$ cat src/rtl/rv32im_types.sv
// Shared result-bus types and functional-unit source indices for the RV32IM core.
package rv32im_types;

    localparam int unsigned CDB_ALU    = 32'd0;
    localparam int unsigned CDB_MULDIV = 32'd1;
    localparam int unsigned CDB_LSQ    = 32'd2;
    localparam int unsigned CDB_BR     = 32'd3;

    // Tag field sized for the deepest supported ROB (64 entries); narrower tags are zero-extended.
    localparam int unsigned CDB_TAG_W = 32'd6;

    typedef struct packed {
        logic                 valid;
        logic [CDB_TAG_W-1:0] tag;
        logic [31:0]          data;
    } cdb_pkt_t;

endpackage

$ cat src/rtl/rr_arbiter.sv
// Combinational round-robin arbiter: first asserted request at or after ptr wins.
module rr_arbiter #(
    parameter int NUM_REQ = 4,
    parameter int IDX_W   = (NUM_REQ > 1) ? $clog2(NUM_REQ) : 1
) (
    input  logic [NUM_REQ-1:0] req,
    input  logic [IDX_W-1:0]   ptr,
    output logic [NUM_REQ-1:0] grant,
    output logic [IDX_W-1:0]   grant_idx,
    output logic               grant_valid
);

    logic [IDX_W-1:0] pos_s;

    // Scan requesters starting at ptr, wrapping modulo NUM_REQ.
    always_comb begin
        grant       = '0;
        grant_idx   = '0;
        grant_valid = 1'b0;
        pos_s       = '0;
        for (int k = 0; k < NUM_REQ; k++) begin
            pos_s = IDX_W'((int'(ptr) + k) % NUM_REQ);
            if (!grant_valid && req[pos_s]) begin
                grant[pos_s] = 1'b1;
                grant_idx    = pos_s;
                grant_valid  = 1'b1;
            end else begin
                grant_valid = grant_valid;
            end
        end
    end

endmodule

$ cat src/rtl/cdb_arbiter.sv
// Common data bus arbiter: one holding register per functional unit, one broadcast per cycle.
// Define CDB_ARB_BRANCH_PRIO_EN to give the branch unit (NUM_REQ-1) fixed priority.
module cdb_arbiter
    import rv32im_types::*;
#(
    parameter  int NUM_REQ   = 4,
    parameter  int ROB_DEPTH = 8,
    localparam int TAG_W     = $clog2(ROB_DEPTH),
    localparam int SRC_W     = (NUM_REQ > 1) ? $clog2(NUM_REQ) : 1
) (
    input  logic               clk,
    input  logic               rst,
    input  logic               flush,
    input  logic [NUM_REQ-1:0] req_valid,
    input  logic [TAG_W-1:0]   req_tag  [NUM_REQ],
    input  logic [31:0]        req_data [NUM_REQ],
    output logic [NUM_REQ-1:0] req_ready,
    output logic               cdb_valid,
    output logic [TAG_W-1:0]   cdb_tag,
    output logic [31:0]        cdb_data,
    output logic [SRC_W-1:0]   cdb_src
);

    cdb_pkt_t           hold_q [NUM_REQ];
    cdb_pkt_t           hold_d [NUM_REQ];
    logic [SRC_W-1:0]   rr_ptr_q, rr_ptr_d;
    logic [NUM_REQ-1:0] pend_s, arb_grant_s, grant_s;
    logic [SRC_W-1:0]   arb_idx_s, grant_idx_s;
    logic               arb_valid_s, grant_valid_s, prio_s;
    cdb_pkt_t           bcast_s;

    // Pending vector for the round-robin search.
    always_comb begin
        pend_s = '0;
        for (int i = 0; i < NUM_REQ; i++) begin
            pend_s[i] = hold_q[i].valid;
        end
    end

    rr_arbiter #(.NUM_REQ(NUM_REQ), .IDX_W(SRC_W)) u_rr (
        .req         (pend_s),
        .ptr         (rr_ptr_q),
        .grant       (arb_grant_s),
        .grant_idx   (arb_idx_s),
        .grant_valid (arb_valid_s)
    );

    // Final grant: flush suppresses everything; branch may pre-empt round-robin.
    always_comb begin
        grant_s       = '0;
        grant_idx_s   = '0;
        grant_valid_s = 1'b0;
        prio_s        = 1'b0;
        if (flush) begin
            grant_valid_s = 1'b0;
        end
`ifdef CDB_ARB_BRANCH_PRIO_EN
        else if (pend_s[NUM_REQ-1]) begin
            grant_s[NUM_REQ-1] = 1'b1;
            grant_idx_s        = SRC_W'(NUM_REQ - 1);
            grant_valid_s      = 1'b1;
            prio_s             = 1'b1;
        end
`endif
        else begin
            grant_s       = arb_grant_s;
            grant_idx_s   = arb_idx_s;
            grant_valid_s = arb_valid_s;
        end
    end

    // A granted register drains this cycle, so it can take a new offer at the same edge.
    assign req_ready = {NUM_REQ{!flush}} & (~pend_s | grant_s);

    // Holding-register and pointer next state.
    always_comb begin
        for (int i = 0; i < NUM_REQ; i++) begin
            hold_d[i] = hold_q[i];
            if (flush) begin
                hold_d[i].valid = 1'b0;
            end else if (req_valid[i] && req_ready[i]) begin
                hold_d[i] = '{valid: 1'b1, tag: CDB_TAG_W'(req_tag[i]), data: req_data[i]};
            end else if (grant_s[i]) begin
                hold_d[i].valid = 1'b0;
            end else begin
                hold_d[i] = hold_q[i];
            end
        end
        if (grant_valid_s && !prio_s) begin
            rr_ptr_d = (grant_idx_s == SRC_W'(NUM_REQ - 1)) ? '0 : grant_idx_s + SRC_W'(1);
        end else begin
            rr_ptr_d = rr_ptr_q;
        end
    end

    // State registers; reset wins over flush and discards held results.
    always_ff @(posedge clk) begin
        if (rst) begin
            for (int i = 0; i < NUM_REQ; i++) begin
                hold_q[i] <= '0;
            end
            rr_ptr_q <= '0;
        end else begin
            for (int i = 0; i < NUM_REQ; i++) begin
                hold_q[i] <= hold_d[i];
            end
            rr_ptr_q <= rr_ptr_d;
        end
    end

    // Broadcast mux; all fields read zero when nothing is granted.
    always_comb begin
        if (grant_valid_s) begin
            bcast_s = hold_q[grant_idx_s];
        end else begin
            bcast_s = '0;
        end
    end

    assign cdb_valid = bcast_s.valid;
    assign cdb_tag   = TAG_W'(bcast_s.tag);
    assign cdb_data  = bcast_s.data;
    assign cdb_src   = grant_valid_s ? grant_idx_s : '0;

endmodule

$ cat config.mk
export PLATFORM = sky130hd
export DESIGN_NAME = cdb_arbiter
export DESIGN_NICKNAME = d
export VERILOG_FILES = /design/src/rtl/rv32im_types.sv /design/src/rtl/rr_arbiter.sv /design/src/rtl/cdb_arbiter.sv
export SDC_FILE = /design/constraint.sdc
export NUM_CORES = 1
export LEC_CHECK = 0
export ABC_AREA = 1
export CAP_MARGIN = 30
export CORE_AREA = 2 2 123 149
export CTS_BUF_LIST = sky130_fd_sc_hd__clkbuf_4 sky130_fd_sc_hd__clkbuf_8
export DETAILED_ROUTE_END_ITERATION = 7
export DIE_AREA = 0 0 125 151
export PLACE_DENSITY = 0.78
export SYNTH_ARGS = -nofsm -noshare
export SYNTH_HDL_FRONTEND = slang
export SYNTH_HIERARCHICAL = 1
export SYNTH_SLANG_ARGS = --single-unit
export TNS_END_PERCENT = 50
$ cat constraint.sdc
create_clock -name clk -period 6.3 [get_ports clk]
set_input_delay 1.26 -clock clk [delete_from_list [all_inputs] [get_ports clk]]
set_output_delay 1.26 -clock clk [all_outputs]
set_load 0.01 [all_outputs]
==> run summary, run 1 <==
In this run the critical register-to-register path is captured at hold_q[0][8]. The detailed router placed 9,089 vias in this run. The worst endpoint required time is 5.04 ns, and the sequential-to-total area share from yosys stat is 33.9%.

Dividing the detail-routed via count by the number of cells gives 5.03. Once the floorplan was initialized, standard cells occupied 49.6% of the core. The later pin in the worst-skew pair is clocked with a latency of 0.46 ns. For hold timing, the worst endpoint is hold_q[3][24]. The number of synthesized register bits came out at 146. In this run the core area contains 53 standard-cell rows. The number of inserted filler cells in the final layout was 1,706; the relative slew slack was 37.0%. The tools report the worst flop-to-flop path startpoint as rr_ptr_q[0]. Counting both buffers and inverters, the worst setup path holds a total of 3. The worst path uses 86.2% of the clock period. Startpoint kind of the worst setup timing path: a register.

VDD sags by at most 0.000194 V. The slew of the pin with the lowest slew margin is 0.945 ns. After detailed routing, the number of remaining DRC violations is 0. For the initial antenna violation count, the log shows 2. Of the cells placed in the final design, the portion with a size suffix greater than 1 is 4.41%. The tools report the number of design-rule violations left by the first detailed-router iteration as 892. Traced cell by cell, the critical path runs through inv_2 > ha_1 > inv_1 > nand2_1 > nand2_2 > nor2_4 > nand3_1 > nand3_1 > nand2_4 > nor2_1 > nand2_1 > a21oi_1 > clkdlybuf4s50_1. The maximum frequency from static timing analysis is 0.184 GHz, and the routed wire length is 25,200 um.

For this run, the number of Yosys warnings is 6. The core region is 17,400 um^2. In this run the mean area of a mapped cell was 5.92 um^2. Areal power density over the cells: 349 nW/um^2.

The flow ran to the end, and the final reports show no timing, DRC or antenna violations. The clock passes through at most 2 buffers. The finished layout holds 1,808 standard cells, fillers aside.

For the final routed database, the setup TNS stands at 0 ns. Entering global routing, the biggest net connects 91 pins. Most common library cell in the layout ignoring fill and taps: sky130_fd_sc_hd__nand2_1.

The number of pins exceeding their max-slew limit in the final report came out at 0. Clock skew on the completed layout was measured at 0.0156 ns. Synthesis produced 1,456 cells. The depth of the worst register-to-register path works out to 14.

Power after layout: 3.79 mW. The worst setup path is captured at an output pin. The H-tree generated during clock tree synthesis spans 4 levels.

The CTS clock-pin slew for the worst setup and hold paths is 0.09 ns, and the number of cells in the design after placement is 1,774. The final-report hold violation count is 0. In the layout the commonest cells are sky130_fd_sc_hd__nand2_1 (303), sky130_fd_sc_hd__inv_1 (267), sky130_fd_sc_hd__nor2_1 (214). The critical setup path kind is register to output pin.

The detailed-route wire length per cell was 13.9 um. TritonCTS created 17 clock buffers. The die covers 18,900 um^2. The min-delay analysis places its worst path in the category register to register. Across the run, the number of max-cap violations was 0.

After clock tree synthesis, the setup repair step added 0 buffers. The logs give 16,900 um for the final HPWL from detailed placement and 40,700 um for the first-pass GRT wire length. Routability-driven placement finished with a final weighted congestion of 0.910.

For the worst setup path, the data arrival time is 4.17 ns. The total leakage power came out at 5.09 nW. Global routing finished with a remaining overflow of 0. TritonCTS built the clock tree. The number of endpoints failing setup at the final stage is 0. The count of input and output buffers came out at 188. On the critical path the largest part of the delay comes from simple AND/OR/NAND/NOR gates. The mapped netlist covers 8630 um^2.

Clock tree synthesis found a total of 146 sinks. The area growth from synthesis to layout is 25.8%. The final layout contains 1,725 nets. Counting distinct cell types in the post-synthesis netlist gives 25. For this design, the CTS-stage hold fixing added 0 buffers. The slowest stage of the critical path is the sky130_fd_sc_hd__clkdlybuf4s50_1 cell. Die outline width: 125 um.

On the worst path, the slowest cell contributes a delay of 0.56 ns. Worst hold path stage count: 2. Across all register-to-register paths, the minimum setup slack is 3.13 ns.

The detailed-router iteration count before antenna repair was 6. The die is 151 um tall. The tools report the number of nets with antenna violations after routing as 0.

Setup repair after global routing left no endpoint under its margin. After clock tree synthesis, the repair step resized 0 gates. The run gives 8,209 as the number of global-route vias before repair. Clock tree synthesis selected as its root buffer the cell sky130_fd_sc_hd__clkbuf_8. The run gives 1,608 as the synthesized netlist net count. The worst path in the final design needs a cycle of 5.43 ns, including I/O delays and setup. For the global-route usage over all layers, the log shows 26.4%. The startpoint identified for the worst hold timing path is hold_q[3][24].

The critical-path maximum fanout is 72, and the top-level I/O count is 189.
==> metal layers <==
metal,global-route usage [%],vias to the layer above,share of wire (%)
li1,-,4677,-
met1,36.9,4058,46
met2,39.4,316,44
met3,6.39,38,7.7
met4,9.72,0,2.4
met5,0,-,0
==> cell usage after synthesis <==
master | count | area share (%)
sky130_fd_sc_hd__inv_2 | 2 | 0.087
sky130_fd_sc_hd__nand2_2 | 8 | 0.58
sky130_fd_sc_hd__a21oi_4 | 4 | 0.75
sky130_fd_sc_hd__nand2_1 | 303 | 13
sky130_fd_sc_hd__nand2_4 | 2 | 0.26
sky130_fd_sc_hd__dfxtp_1 | 146 | 34
sky130_fd_sc_hd__buf_4 | 5 | 0.44
sky130_fd_sc_hd__clkbuf_1 | 28 | 1.2
sky130_fd_sc_hd__nand3_1 | 192 | 11
sky130_fd_sc_hd__buf_1 | 15 | 0.65
sky130_fd_sc_hd__nand3_2 | 2 | 0.23
sky130_fd_sc_hd__buf_2 | 52 | 3.0
sky130_fd_sc_hd__nor3_1 | 1 | 0.058
sky130_fd_sc_hd__nor2_8 | 1 | 0.23
sky130_fd_sc_hd__inv_1 | 267 | 12
sky130_fd_sc_hd__nor2_4 | 1 | 0.13
sky130_fd_sc_hd__ha_1 | 5 | 0.73
sky130_fd_sc_hd__nor2_1 | 214 | 9.3
sky130_fd_sc_hd__buf_6 | 2 | 0.26
sky130_fd_sc_hd__a21oi_1 | 188 | 11
sky130_fd_sc_hd__nand4_1 | 8 | 0.58
sky130_fd_sc_hd__inv_4 | 1 | 0.073
sky130_fd_sc_hd__nor2_2 | 1 | 0.073
sky130_fd_sc_hd__a21boi_0 | 4 | 0.35
sky130_fd_sc_hd__o21ai_0 | 4 | 0.23
==> kinds of logic (layout without fill, tap and decap cells) <==
kind of cell / Yosys count / count (layout) / share of synthesized area, %
compound gates: 200 / 200 / 12.2
flops: 146 / 146 / 33.9
buf+inv: 372 / 502 / 17.4
other cells: 0 / 2 / 0
fa+ha+maj: 5 / 5 / 0.725
simple gates: 733 / 733 / 35.8
==> per-stage QoR <==
step	util (%)	instance area (um^2)	hold WS, ns	setup WS [ns]
2_1_floorplan	-	8630	0.452	2.71
3_3_place_gp	59.7	10400	0.460	1.06
3_5_place_dp	59.9	10400	0.468	1.00
4_1_cts	62.5	10900	0.489	0.921
5_1_grt	62.5	10900	0.502	0.565
6_report	62.5	10900	0.483	0.867
==> state kept, by name, indices dropped and copies added, names as in the netlist <==
| name | count |
|---|---|
| rr_ptr_q | 2 |
| hold_q | 144 |
==> worst min-delay path, cell delays in order, from the launching register on <==
cell and delay [ns]:
sky130_fd_sc_hd__dfxtp_1 0.33, sky130_fd_sc_hd__a21oi_1 0.04, sky130_fd_sc_hd__nor2_1 0.08
==> area by class of cell <==
class / instances / area (um^2) / share of cell area [%]
Multi-Input combinational cell: 938 / 4210 / 38.7
Sequential cell: 146 / 2920 / 26.9
Timing Repair Buffer: 200 / 1980 / 18.2
Inverter: 270 / 1020 / 9.38
Tap cell: 220 / 275 / 2.54
Clock buffer: 18 / 248 / 2.28
Clock inverter: 14 / 204 / 1.88
Antenna cell: 2 / 5.00 / 0.0461
==> how the worst max path moves through the flow <==
stage                            from           end  slack, ns  cells past startpoint
final                     rr_ptr_q[0]  cdb_data[16]       0.87                     13
after global placement          flush  cdb_data[16]       1.06                      7
after floorplan           rr_ptr_q[0]  cdb_data[10]       2.71                     15
after global routing      rr_ptr_q[0]  cdb_data[23]       0.57                     13
after CTS                 rr_ptr_q[0]  cdb_data[16]       0.92                     13
after detailed placement        flush  cdb_data[16]       1.00                      7
==> report_power, final <==
group          leakage (nW)  internal [mW]  total, mW  switching (mW)
clock network         0.222          0.449      0.836           0.387
logic                  3.67          0.664       1.89            1.23
registers              1.20           1.01       1.06          0.0544
No activity file was read; power rests on OpenSTA's default activity.
==> run 2: changes to the inputs <==
--- a/config.mk
+++ b/config.mk
@@ -12,6 +12,7 @@
 export DETAILED_ROUTE_END_ITERATION = 7
 export DIE_AREA = 0 0 125 151
 export PLACE_DENSITY = 0.78
+export SLEW_MARGIN = 20
 export SYNTH_ARGS = -nofsm -noshare
 export SYNTH_HDL_FRONTEND = slang
 export SYNTH_HIERARCHICAL = 1
==> constraint.sdc (replaced) <==
create_clock -name clk -period 6.3 [get_ports clk]
set_input_delay 1.26 -clock clk [delete_from_list [all_inputs] [get_ports clk]]
set_output_delay 1.26 -clock clk [all_outputs]
set_load 0.02 [all_outputs]
==> run summary, run 2 (same netlist as run 1, synthesis figures left out) <==
The run finished with clean final reports. The largest stage delay on the critical path is 0.65 ns, and the length of routed met2 wiring is 10,900 um. The kind of cell with the highest combined delay along the critical path is buffers and inverters.

STA puts the critical path data required time at 5.04 ns. After layout, the design draws a total of 3.89 mW. The register with the most flip-flops in the final layout is hold_q. Across the run, the number of max-cap violations was 0. The tools report the termination of the worst setup path as cdb_tag[2]. The via count is 9,000. Number of global-route vias before repair: 7,888.

The vertical die dimension was 151 um. Setup repair after global routing left no endpoint under its margin. The tools report the launching element of the worst setup path as rr_ptr_q[0]. Buffers inserted during clock tree synthesis total 17. In this run the power density over the cells is 358 nW/um^2. Total number of clock tree sinks: 146. For flop-to-flop paths, the worst setup slack is 3.08 ns. The number of buffers inserted for hold repair after clock tree synthesis was 0. The H-tree depth reported by CTS was 4.

In this run the tool buffered the top-level ports with 188 buffer cells. Dividing the detail-routed wire length by the instance count gives 13.7 um. In the routed design, unresolved DRC markers number 0. The worst hold path stage count is 2, and the number of nets with antenna violations after routing is 0.

The run gives 1780 um as the amount of wire on met3 after detailed routing. The slew of the pin with the lowest slew margin is 0.938 ns, and the standard-cell row count is 53. Headroom to the max-slew limit came out at 37.5%. In this run the critical register-to-register path is captured at hold_q[0][15]. Buffers added to address setup during post-CTS repair amount to 0. The critical-path maximum fanout was 37.

The floorplan step defined a core boundary enclosing 17,400 um^2. The initial antenna violation count is 2, and the ratio of routed vias to standard cells is 4.97. Summed over all layers, the routed wires come to 24,700 um. The run gives 0 as the final-report hold violation count. In this run, the number of DRC markers left after iteration 0 of detailed routing was 901.

The largest registers in the layout are hold_q: 144 flops, rr_ptr_q: 2 flops. The number of pins exceeding their max-slew limit in the final report is 0. After the last flow step, the layout net total stands at 1,727. The peak ir drop on the vdd network was 0.000341 V; the arrival time of the worst setup path was 4.26 ns. In the layout the commonest cells are sky130_fd_sc_hd__nand2_1 (303), sky130_fd_sc_hd__inv_1 (267), sky130_fd_sc_hd__nor2_1 (214).

The detailed-router iteration count before antenna repair was 5; the number of flip-flops in the largest register was 144. In this run, placement finished with an instance count of 1,776. Hold is met by 0.483 ns.

Counting along the longest clock path gives a buffer depth of 2. For the worst-skew pair, the clock arrives at the later sink with an insertion delay of 0.46 ns. In this run the static leakage power is 5.11 nW.

The CTS clock-pin slew for the worst setup and hold paths is 0.08 ns, and the first-pass GRT wire length is 39,000 um. Setup violations remaining at the end of the flow were counted as 0. The fraction of final layout cells with drive strength greater than 1 is 4.53%, and the final-layout setup total negative slack is 0 ns. The wire length on met1 was 11,500 um.

In this run the clock root is driven by a sky130_fd_sc_hd__clkbuf_8. In the global route stage, overall resource usage came out at 25.3%. Relative area change from synthesis to final layout: 26.3%. The critical setup path kind was register to output pin. Based on the critical path, the design can be clocked at up to 0.181 GHz.

The pin count of the biggest net entering global routing was 91. After detailed routing, no signal wire sits above met4. The floorplan step defined a die boundary enclosing 18,900 um^2.

Among the stages of the critical path, the cell type that occurs most often is sky130_fd_sc_hd__nand3_1. Master of the slowest instance on the critical path: sky130_fd_sc_hd__clkdlybuf4s50_1. The initial utilization of the core area, before any placement, comes to 49.6%. TritonCTS built the clock tree. Across the routed clock network, the largest skew measured is 0.0153 ns.

The tools report the placer congestion estimate as 0.963. Excluding fillers, the count of instances in the completed layout stands at 1,811. The top-level I/O count came out at 189.

The critical path goes through inv_2 > ha_1 > inv_1 > nand3_1 > nand2_1 > nor2_2 > a21oi_1 > nand3_1 > buf_4 > nand2_4 > nand2_1 > nand3_1 > a21oi_1 > clkdlybuf4s50_1. Worst flop-to-flop path startpoint: rr_ptr_q[0]. Dividing the final minimum period by the clock period gives 87.7%.

Gates resized during post-CTS repair numbered 0. The library cell used most frequently in the layout, excluding fill and tap cells, is sky130_fd_sc_hd__nand2_1. The die outline width was 125 um. Startpoint kind of the worst setup timing path: a register. The final critical path time including I/O delays and setup works out to 5.52 ns. Summed over all nets, the half-perimeter wirelength after detailed placement is 16,600 um.

For the remaining global-route overflow, the log shows 0. Measured in cells, the most critical reg-to-reg path has a length of 14. Sum of buffers and inverters on the critical path: 4.

In this run the number of cells on the critical path is 14. The path class of the tightest hold or removal check is register to register. Nature of the critical path endpoint: an output pin.
run 2: changes by cell type in the layout (fill, tap and decap cells not counted):
cell / change
sky130_fd_sc_hd__diode_2: +1
sky130_fd_sc_hd__buf_4: +3
sky130_fd_sc_hd__bufinv_16: +1
sky130_fd_sc_hd__inv_6: -1
sky130_fd_sc_hd__buf_12: -1
sky130_fd_sc_hd__clkbuf_8: +2
sky130_fd_sc_hd__inv_8: -1
sky130_fd_sc_hd__clkinv_2: -1
sky130_fd_sc_hd__clkbuf_4: +1
sky130_fd_sc_hd__clkinv_4: -1
run 2: how the worst min path moves through the flow:
stage,startpoint,end
global route,hold_q[0][1],hold_q[0][1]
finish,hold_q[3][3],hold_q[3][3]
global placement,hold_q[0][7],hold_q[0][7]
detailed placement,hold_q[0][18],hold_q[0][18]
floorplan,hold_q[0][0],hold_q[0][0]
CTS,hold_q[0][7],hold_q[0][7]
run 2: per-stage QoR:
step	util, %	cell area, um^2	worst slack (ns)
after floorplan	-	8630	2.57
after global placement	59.8	10400	0.948
after detailed placement	59.9	10400	0.929
after CTS	62.6	10900	0.786
after global routing	62.7	10900	0.484
final	62.7	10900	0.775
run 2: worst reg2reg max path, delay by kind of cell (launching register included):
family                   cells  cell delay (ns)
buffers and inverters        4             0.98
AND/OR/NAND/NOR              7             0.89
adder cells (fa/ha/maj)      1             0.40
flip-flops                   1             0.55
AO/OA/AOI/OAI                2             0.30
run 2: area by class of cell:
class | count | area (um^2)
Timing Repair Buffer | 202 | 1980
Clock buffer | 21 | 283
Clock inverter | 11 | 200
Inverter | 270 | 1020
Antenna cell | 3 | 7.51
Tap cell | 220 | 275
Fill cell | 1697 | 6480
Multi-Input combinational cell | 938 | 4210
Sequential cell | 146 | 2920
run 2: per-layer routing:
| metal | vias to the layer above | GRT usage [%] |
|---|---|---|
| li1 | 4691 | - |
| met3 | 32 | 6.36 |
| met4 | 0 | 9.22 |
| met1 | 3967 | 35.0 |
| met2 | 310 | 38.3 |
| met5 | - | 0 |
run 2: where the power goes:
| part | internal (mW) | switching [mW] | total (mW) |
|---|---|---|---|
| Clock | 0.511 | 0.373 | 0.884 |
| Sequential | 1.01 | 0.0547 | 1.06 |
| Combinational | 0.667 | 1.28 | 1.95 |
| Total | 2.18 | 1.71 | 3.89 |
